[src/rtl/serial_link_pkg.sv]
// rtl/serial_link_pkg.sv - shared constants and state encoding for the FFT serial link
package serial_link_pkg;

    // Defaults shared by the transmitter and the receiver so both ends agree on framing.
    localparam int WORD_W_DEF      = 12;
    localparam int NUM_WORDS_DEF   = 2048;
    localparam int LEAD_CYCLES_DEF = 2;
    localparam int CYC_PER_BIT_DEF = 2;

    // Number of cycles next_data stays high for one complete frame.
    localparam int FRAME_CYCLES = LEAD_CYCLES_DEF + CYC_PER_BIT_DEF * WORD_W_DEF * NUM_WORDS_DEF;

    typedef enum logic [2:0] {
        IDLE     = 3'd0,
        LEAD     = 3'd1,
        BIT_A    = 3'd2,
        BIT_B    = 3'd3,
        WAIT_LOW = 3'd4
    } link_state_e;

endpackage

[src/rtl/serial_frame_receiver_if.sv]
// rtl/serial_frame_receiver_if.sv - serial link input and word output bundle
// Signals: next_data/data (serial side), word_out/word_idx/word_valid,
// frame_done/frame_err/busy (word side), peak_mag/peak_idx when SR_PEAK_DETECT_EN.
// master: transmitter/consumer side; slave: the receiver.
interface serial_frame_receiver_if #(
    parameter int WORD_W = 12,
    parameter int IDX_W  = 11
);
    logic              next_data;
    logic              data;
    logic [WORD_W-1:0] word_out;
    logic [IDX_W-1:0]  word_idx;
    logic              word_valid;
    logic              frame_done;
    logic              frame_err;
    logic              busy;
`ifdef SR_PEAK_DETECT_EN
    logic [WORD_W-1:0] peak_mag;
    logic [IDX_W-1:0]  peak_idx;

    modport master (output next_data, data,
                    input  word_out, word_idx, word_valid, frame_done, frame_err, busy,
                           peak_mag, peak_idx);
    modport slave  (input  next_data, data,
                    output word_out, word_idx, word_valid, frame_done, frame_err, busy,
                           peak_mag, peak_idx);
`else
    modport master (output next_data, data,
                    input  word_out, word_idx, word_valid, frame_done, frame_err, busy);
    modport slave  (input  next_data, data,
                    output word_out, word_idx, word_valid, frame_done, frame_err, busy);
`endif
endinterface

[src/rtl/serial_peak_tracker.sv]
// rtl/serial_peak_tracker.sv - running maximum of a frame's words, DC bin excluded
// Ports: clk, reset_n, i_load (word being registered), i_word, i_idx,
// i_clear (frame aborted), o_peak_mag, o_peak_idx.
module serial_peak_tracker #(
    parameter int WORD_W = 12,
    parameter int IDX_W  = 11
) (
    input  logic              clk,
    input  logic              reset_n,
    input  logic              i_load,
    input  logic [WORD_W-1:0] i_word,
    input  logic [IDX_W-1:0]  i_idx,
    input  logic              i_clear,
    output logic [WORD_W-1:0] o_peak_mag,
    output logic [IDX_W-1:0]  o_peak_idx
);

    logic [WORD_W-1:0] r_mag;
    logic [IDX_W-1:0]  r_idx;

    // Updated in the same cycle word_out is registered, so the result already
    // includes the last bin when frame_done is seen. Bin 0 restarts the search
    // instead of competing; strict compare keeps the earliest index on ties.
    always_ff @(posedge clk or negedge reset_n) begin
        if (!reset_n) begin
            r_mag <= '0;
            r_idx <= '0;
        end else if (i_clear) begin
            r_mag <= '0;
            r_idx <= '0;
        end else if (i_load) begin
            if (i_idx == '0) begin
                r_mag <= '0;
                r_idx <= '0;
            end else if (i_word > r_mag) begin
                r_mag <= i_word;
                r_idx <= i_idx;
            end
        end
    end

    assign o_peak_mag = r_mag;
    assign o_peak_idx = r_idx;

endmodule

[src/rtl/serial_frame_receiver.sv]
// rtl/serial_frame_receiver.sv - deserializes the FFT serial link into indexed words
// Ports: clk, reset_n (async, active-low), link (serial_frame_receiver_if.slave).
// Optional macro SR_PEAK_DETECT_EN adds peak_mag/peak_idx via serial_peak_tracker.
module serial_frame_receiver
    import serial_link_pkg::*;
#(
    parameter int WORD_W      = WORD_W_DEF,
    parameter int NUM_WORDS   = NUM_WORDS_DEF,
    parameter int LEAD_CYCLES = LEAD_CYCLES_DEF,
    parameter int CYC_PER_BIT = CYC_PER_BIT_DEF,
    parameter int IDX_W       = $clog2(NUM_WORDS)
) (
    input  logic clk,
    input  logic reset_n,
    serial_frame_receiver_if.slave link
);

    localparam int PH_MAX = (LEAD_CYCLES > CYC_PER_BIT) ? LEAD_CYCLES : CYC_PER_BIT;
    localparam int PH_W   = $clog2(PH_MAX + 1);
    localparam int BC_W   = $clog2(WORD_W);

    link_state_e       r_state, w_state_nxt;
    logic [PH_W-1:0]   r_phase, w_phase_nxt;
    logic [BC_W-1:0]   r_bit_cnt, w_bit_cnt_nxt;
    logic [IDX_W-1:0]  r_word_cnt, w_word_cnt_nxt;
    logic [WORD_W-1:0] r_shift, w_shift_nxt, w_shift_in;
    logic [WORD_W-1:0] r_word_out;
    logic [IDX_W-1:0]  r_word_idx;
    logic              r_word_valid, r_frame_done, r_frame_err;
    logic              w_valid_nxt, w_done_nxt, w_err_nxt, w_load;

    assign w_shift_in = {r_shift[WORD_W-2:0], link.data};

    always_comb begin
        w_state_nxt    = r_state;
        w_phase_nxt    = r_phase;
        w_bit_cnt_nxt  = r_bit_cnt;
        w_word_cnt_nxt = r_word_cnt;
        w_shift_nxt    = r_shift;
        w_valid_nxt    = 1'b0;
        w_done_nxt     = 1'b0;
        w_err_nxt      = 1'b0;
        w_load         = 1'b0;

        // Any drop of next_data while a frame is in flight aborts it, including
        // the cycle of the final sample.
        if ((r_state == LEAD || r_state == BIT_A || r_state == BIT_B) && !link.next_data) begin
            w_state_nxt    = IDLE;
            w_phase_nxt    = '0;
            w_bit_cnt_nxt  = '0;
            w_word_cnt_nxt = '0;
            w_shift_nxt    = '0;
            w_err_nxt      = 1'b1;
        end else begin
            case (r_state)
                IDLE: begin
                    // This cycle already counts as the first lead cycle.
                    if (link.next_data) begin
                        w_state_nxt = LEAD;
                        w_phase_nxt = PH_W'(1);
                    end
                end
                LEAD: begin
                    if (r_phase == PH_W'(LEAD_CYCLES - 1)) begin
                        w_state_nxt = BIT_A;
                        w_phase_nxt = PH_W'(1);
                    end else begin
                        w_phase_nxt = r_phase + PH_W'(1);
                    end
                end
                BIT_A: begin
                    if (r_phase == PH_W'(CYC_PER_BIT - 1)) begin
                        w_state_nxt = BIT_B;
                    end else begin
                        w_phase_nxt = r_phase + PH_W'(1);
                    end
                end
                BIT_B: begin
                    w_shift_nxt = w_shift_in;
                    w_phase_nxt = PH_W'(1);
                    w_state_nxt = BIT_A;
                    if (r_bit_cnt == BC_W'(WORD_W - 1)) begin
                        w_load        = 1'b1;
                        w_valid_nxt   = 1'b1;
                        w_bit_cnt_nxt = '0;
                        if (r_word_cnt == IDX_W'(NUM_WORDS - 1)) begin
                            w_done_nxt     = 1'b1;
                            w_word_cnt_nxt = '0;
                            w_state_nxt    = WAIT_LOW;
                            w_phase_nxt    = '0;
                        end else begin
                            w_word_cnt_nxt = r_word_cnt + IDX_W'(1);
                        end
                    end else begin
                        w_bit_cnt_nxt = r_bit_cnt + BC_W'(1);
                    end
                end
                WAIT_LOW: begin
                    if (!link.next_data) begin
                        w_state_nxt = IDLE;
                    end
                end
                default: w_state_nxt = IDLE;
            endcase
        end
    end

    always_ff @(posedge clk or negedge reset_n) begin
        if (!reset_n) begin
            r_state      <= IDLE;
            r_phase      <= '0;
            r_bit_cnt    <= '0;
            r_word_cnt   <= '0;
            r_shift      <= '0;
            r_word_out   <= '0;
            r_word_idx   <= '0;
            r_word_valid <= 1'b0;
            r_frame_done <= 1'b0;
            r_frame_err  <= 1'b0;
        end else begin
            r_state      <= w_state_nxt;
            r_phase      <= w_phase_nxt;
            r_bit_cnt    <= w_bit_cnt_nxt;
            r_word_cnt   <= w_word_cnt_nxt;
            r_shift      <= w_shift_nxt;
            r_word_valid <= w_valid_nxt;
            r_frame_done <= w_done_nxt;
            r_frame_err  <= w_err_nxt;
            if (w_load) begin
                r_word_out <= w_shift_in;
                r_word_idx <= r_word_cnt;
            end
        end
    end

    assign link.word_out   = r_word_out;
    assign link.word_idx   = r_word_idx;
    assign link.word_valid = r_word_valid;
    assign link.frame_done = r_frame_done;
    assign link.frame_err  = r_frame_err;
    assign link.busy       = (r_state == LEAD) || (r_state == BIT_A) || (r_state == BIT_B);

`ifdef SR_PEAK_DETECT_EN
    serial_peak_tracker #(
        .WORD_W (WORD_W),
        .IDX_W  (IDX_W)
    ) u_peak (
        .clk        (clk),
        .reset_n    (reset_n),
        .i_load     (w_load),
        .i_word     (w_shift_in),
        .i_idx      (r_word_cnt),
        .i_clear    (w_err_nxt),
        .o_peak_mag (link.peak_mag),
        .o_peak_idx (link.peak_idx)
    );
`endif

endmodule

[src/flat_wrapper.sv]
// flat-port wrapper written by rule: the top's interface ports become plain ports
module serial_frame_receiver_flat import serial_link_pkg::*;
#(
    parameter int WORD_W      = WORD_W_DEF,
    parameter int NUM_WORDS   = NUM_WORDS_DEF,
    parameter int LEAD_CYCLES = LEAD_CYCLES_DEF,
    parameter int CYC_PER_BIT = CYC_PER_BIT_DEF,
    parameter int IDX_W       = $clog2(NUM_WORDS)
)
  (clk, reset_n, link_next_data, link_data, link_word_out, link_word_idx, link_word_valid, link_frame_done, link_frame_err, link_busy);
  serial_frame_receiver_if #(.WORD_W(WORD_W), .IDX_W(IDX_W)) link_i ();
  input  logic clk;
  input  logic reset_n;
  input wire logic [$bits(link_i.next_data)-1:0] link_next_data;
  input wire logic [$bits(link_i.data)-1:0] link_data;
  output wire logic [$bits(link_i.word_out)-1:0] link_word_out;
  output wire logic [$bits(link_i.word_idx)-1:0] link_word_idx;
  output wire logic [$bits(link_i.word_valid)-1:0] link_word_valid;
  output wire logic [$bits(link_i.frame_done)-1:0] link_frame_done;
  output wire logic [$bits(link_i.frame_err)-1:0] link_frame_err;
  output wire logic [$bits(link_i.busy)-1:0] link_busy;
  assign link_i.next_data = link_next_data;
  assign link_i.data = link_data;
  assign link_word_out = link_i.word_out;
  assign link_word_idx = link_i.word_idx;
  assign link_word_valid = link_i.word_valid;
  assign link_frame_done = link_i.frame_done;
  assign link_frame_err = link_i.frame_err;
  assign link_busy = link_i.busy;
  serial_frame_receiver #(.WORD_W(WORD_W), .NUM_WORDS(NUM_WORDS), .LEAD_CYCLES(LEAD_CYCLES), .CYC_PER_BIT(CYC_PER_BIT), .IDX_W(IDX_W)) u_core (.clk(clk), .reset_n(reset_n), .link(link_i));
endmodule
[config.mk]
export PLATFORM = sky130hd
export DESIGN_NAME = serial_frame_receiver_flat
export DESIGN_NICKNAME = d
export VERILOG_FILES = /design/src/rtl/serial_link_pkg.sv /design/src/rtl/serial_frame_receiver_if.sv /design/src/rtl/serial_peak_tracker.sv /design/src/rtl/serial_frame_receiver.sv /design/src/flat_wrapper.sv
export SDC_FILE = /design/constraint.sdc
export NUM_CORES = 1
export LEC_CHECK = 0
export CAP_MARGIN = 0
export CORE_AREA = 4 4 97 99
export DETAILED_ROUTE_END_ITERATION = 6
export DIE_AREA = 0 0 101 103
export GPL_TIMING_DRIVEN = 1
export PLACE_DENSITY_LB_ADDON = 0.05
export SETUP_SLACK_MARGIN = 0.02
export SLEW_MARGIN = 20
export SYNTH_ARGS = -nofsm -noshare
export SYNTH_HDL_FRONTEND = slang
export SYNTH_SLANG_ARGS = --single-unit
[constraint.sdc]
create_clock -name clk -period 5.2 [get_ports clk]
set_clock_uncertainty 0.2 [all_clocks]
set_input_delay 1.04 -clock clk [delete_from_list [all_inputs] [get_ports clk]]
set_output_delay 1.04 -clock clk [all_outputs]
set_load 0.02 [all_outputs]
==> metrics.txt <==
Async S/R FF share, synth 100%; routed vias 1,751; clock-pin slew on the worst setup and hold paths 0.06 ns; antenna viol nets, final 0; Reg2Reg Depth 5; Slew HR 44.5%; outcome finished, final reports clean; Filler Cells Inserted 868; list of most frequent post-synthesis cells dfrtp_1 (57), mux2_2 (19), a22o_1 (13), inv_1 (11), nand3_1 (11); post-CTS sizing 0; Row Count 34; crit share post-route 58.5%; post-layout min period 3.04 ns; worst reg2reg setup slack 2.96 ns; 1st-iter DRT viols 55; antenna violations before repair 0; Post-CTS Setup Bufs 0; fin nets 256; die height 103 microns; static leakage 0.00142 uW; Worst Setup Start Kind flop; Slew Limit Fails 0; largest net degree at the start of global routing 58; reg2reg end u_core.r_state[2]; share of cells above drive strength 1 16.7%; Die X 101 microns; pre-CTS WS 2.07 ns; Yosys top cell area share 56.4%; first-pass GRT wire length 9.29 mm; Register Area 1430 sq um; Clock Tree Buf Depth 2; Die ar. 10,400 sq um; CTS Buf Count 9; Worst Setup End Kind primary output; Hold Crit Class reg2reg; drc violations 0; Yosys warnings 0; sequential area share after synthesis 56.4%; CTS tree yes; Most used DFF post-synth dfrtp_1; count of cell types in the netlist 42; Max Cap Viol 0; Via-to-Cell Ratio 4.86; most common cell in the netlist dfrtp_1; final hold vios 0; routed len/inst 14.7 microns; core area 8550 sq um; Remaining Overflow, GRT 0; worst skew pair latency 0.33 ns; slew at the pin closest to its max-slew limit 0.830 ns; Final Worst Setup Slack 2.16 ns; largest area contributor in the netlist dfrtp_1; Clock Sinks 57; crit path to link_busy; Placer Congestion 0.738; Max IR drop VDD 149 uV; Port Buffer Count 30; Reg2Reg Launch Point u_core.r_word_cnt[1]; drt total wl 5.29 mm; crit path max fanout 12; crit path DAT 1.80 ns; Worst EP required 3.96 ns; Starting Density 29.6%; vias in the first global route 1,827; IO Pins 31; drt pass-1 iters 4; Post-synth EDFFs 0; DPL Wire Length 3.48 mm; Area Overhead vs Synth 24.3%; f_max 329 MHz; Seq cells post-synth 57; Syn Inst Count 214; Crit. Startpoint u_core.r_state[1]; multi-input logic area 1010 sq um; area of the mapped netlist 2530 sq um; CTS hold repair buffers 0; H-tree levels 3; CP Class reg2out; setup violators final 0; Antenna diodes 0; setup TNS 0 ns; PD cells 353 nW/um^2; synth top area cells dfrtp_1 (56%), mux2_2 (8.5%), a22o_1 (4.5%); syn_area_per_cell 11.8 sq um; RSZ-0062 raised after global routing no; clk root buf clkbuf_8; total track usage 11.4%; Syn Nets 223
==> layout make-up <==
class | count | area share [%]
clock buffer | 11 | 4.50
clock inverter | 5 | 2.51
inverter | 11 | 1.31
multi-input combinational | 136 | 32.2
sequential | 57 | 45.4
tap | 108 | 4.30
timing repair buffer | 32 | 9.87
==> critical path, stage by stage, from the launching register on <==
cell and delay, ns:
dfrtp_1 0.57, nor2_1 0.15, nor2_1 0.14, clkdlybuf4s50_1 0.62
==> sequential cells by signal, indices dropped and copies added, names as in the netlist <==
register                count
u_core.link.word_idx       11
u_core.link.frame_err       1
u_core.link.frame_done      1
u_core.r_phase              2
u_core.r_state              3
u_core.link.word_out       12
u_core.r_word_cnt          11
u_core.link.word_valid      1
u_core.r_bit_cnt            4
u_core.r_shift             11
==> worst min-delay path by stage <==
stage | end | cells past startpoint | start | slack [ns]
after floorplan | u_core.r_shift[10] | 1 | u_core.r_shift[10] | 0.26
after detailed placement | u_core.link.word_idx[8] | 1 | u_core.link.word_idx[8] | 0.28
after global routing | u_core.link.word_idx[6] | 1 | u_core.link.word_idx[6] | 0.31
after CTS | u_core.link.word_idx[8] | 1 | u_core.link.word_idx[8] | 0.30
final | u_core.link.word_idx[8] | 1 | u_core.link.word_idx[8] | 0.29
after global placement | u_core.link.word_idx[8] | 1 | u_core.link.word_idx[8] | 0.28
==> cell families (layout without fill, tap and decap cells) <==
group,Yosys count,after routing,share of synthesized area [%]
fa+ha+maj,5,5,2.47
buf+inv,21,59,3.76
flops,57,57,56.4
compound gates,45,45,12.3
xor+xnor,5,5,1.73
mux,23,23,10.2
simple gates,58,58,13.1
==> routing by layer <==
layer / track usage (%) / vias to the layer above / routed length [microns]
li1: - / 847 / -
met1: 14.9 / 869 / 2580
met2: 18.0 / 30 / 2410
met3: 4.19 / 5 / 235
met4: 3.07 / 0 / 52
met5: 0 / - / 0
==> where the power goes <==
group          internal (uW)  switching (uW)  total [uW]
Combinational           54.0            94.7         149
Sequential               463            33.4         496
Clock                    282             182         464
Total                    799             310        1110
==> stage by stage <==
| step | power (uW) | hold WS, ns | util (%) | instance area, sq um | std cells |
|---|---|---|---|---|---|
| final | 1110 | 0.286 | 36.8 | 3140 | 360 |
| after global routing | 1180 | 0.311 | 36.8 | 3140 | 360 |
| after CTS | 1130 | 0.297 | 36.8 | 3140 | 360 |
| after detailed placement | 657 | 0.281 | 34.2 | 2920 | 344 |
| after global placement | 658 | 0.276 | 34.2 | 2920 | 344 |
| after floorplan | 604 | 0.261 | - | 2530 | 214 |
==> cell usage in the layout (no fill, tap or decap), drive strengths merged, types with 5 or more instances in the layout <==
cell type,n
a21oi,5
nor2,10
a22o,13
inv,11
o21ai,13
nor3,8
nand2,9
dfrtp,57
mux2,23
nand3,12
xnor2,5
clkdlybuf4s50,29
ha,5
clkbuf,11
Note: power is estimated with default switching activity, not from simulation.
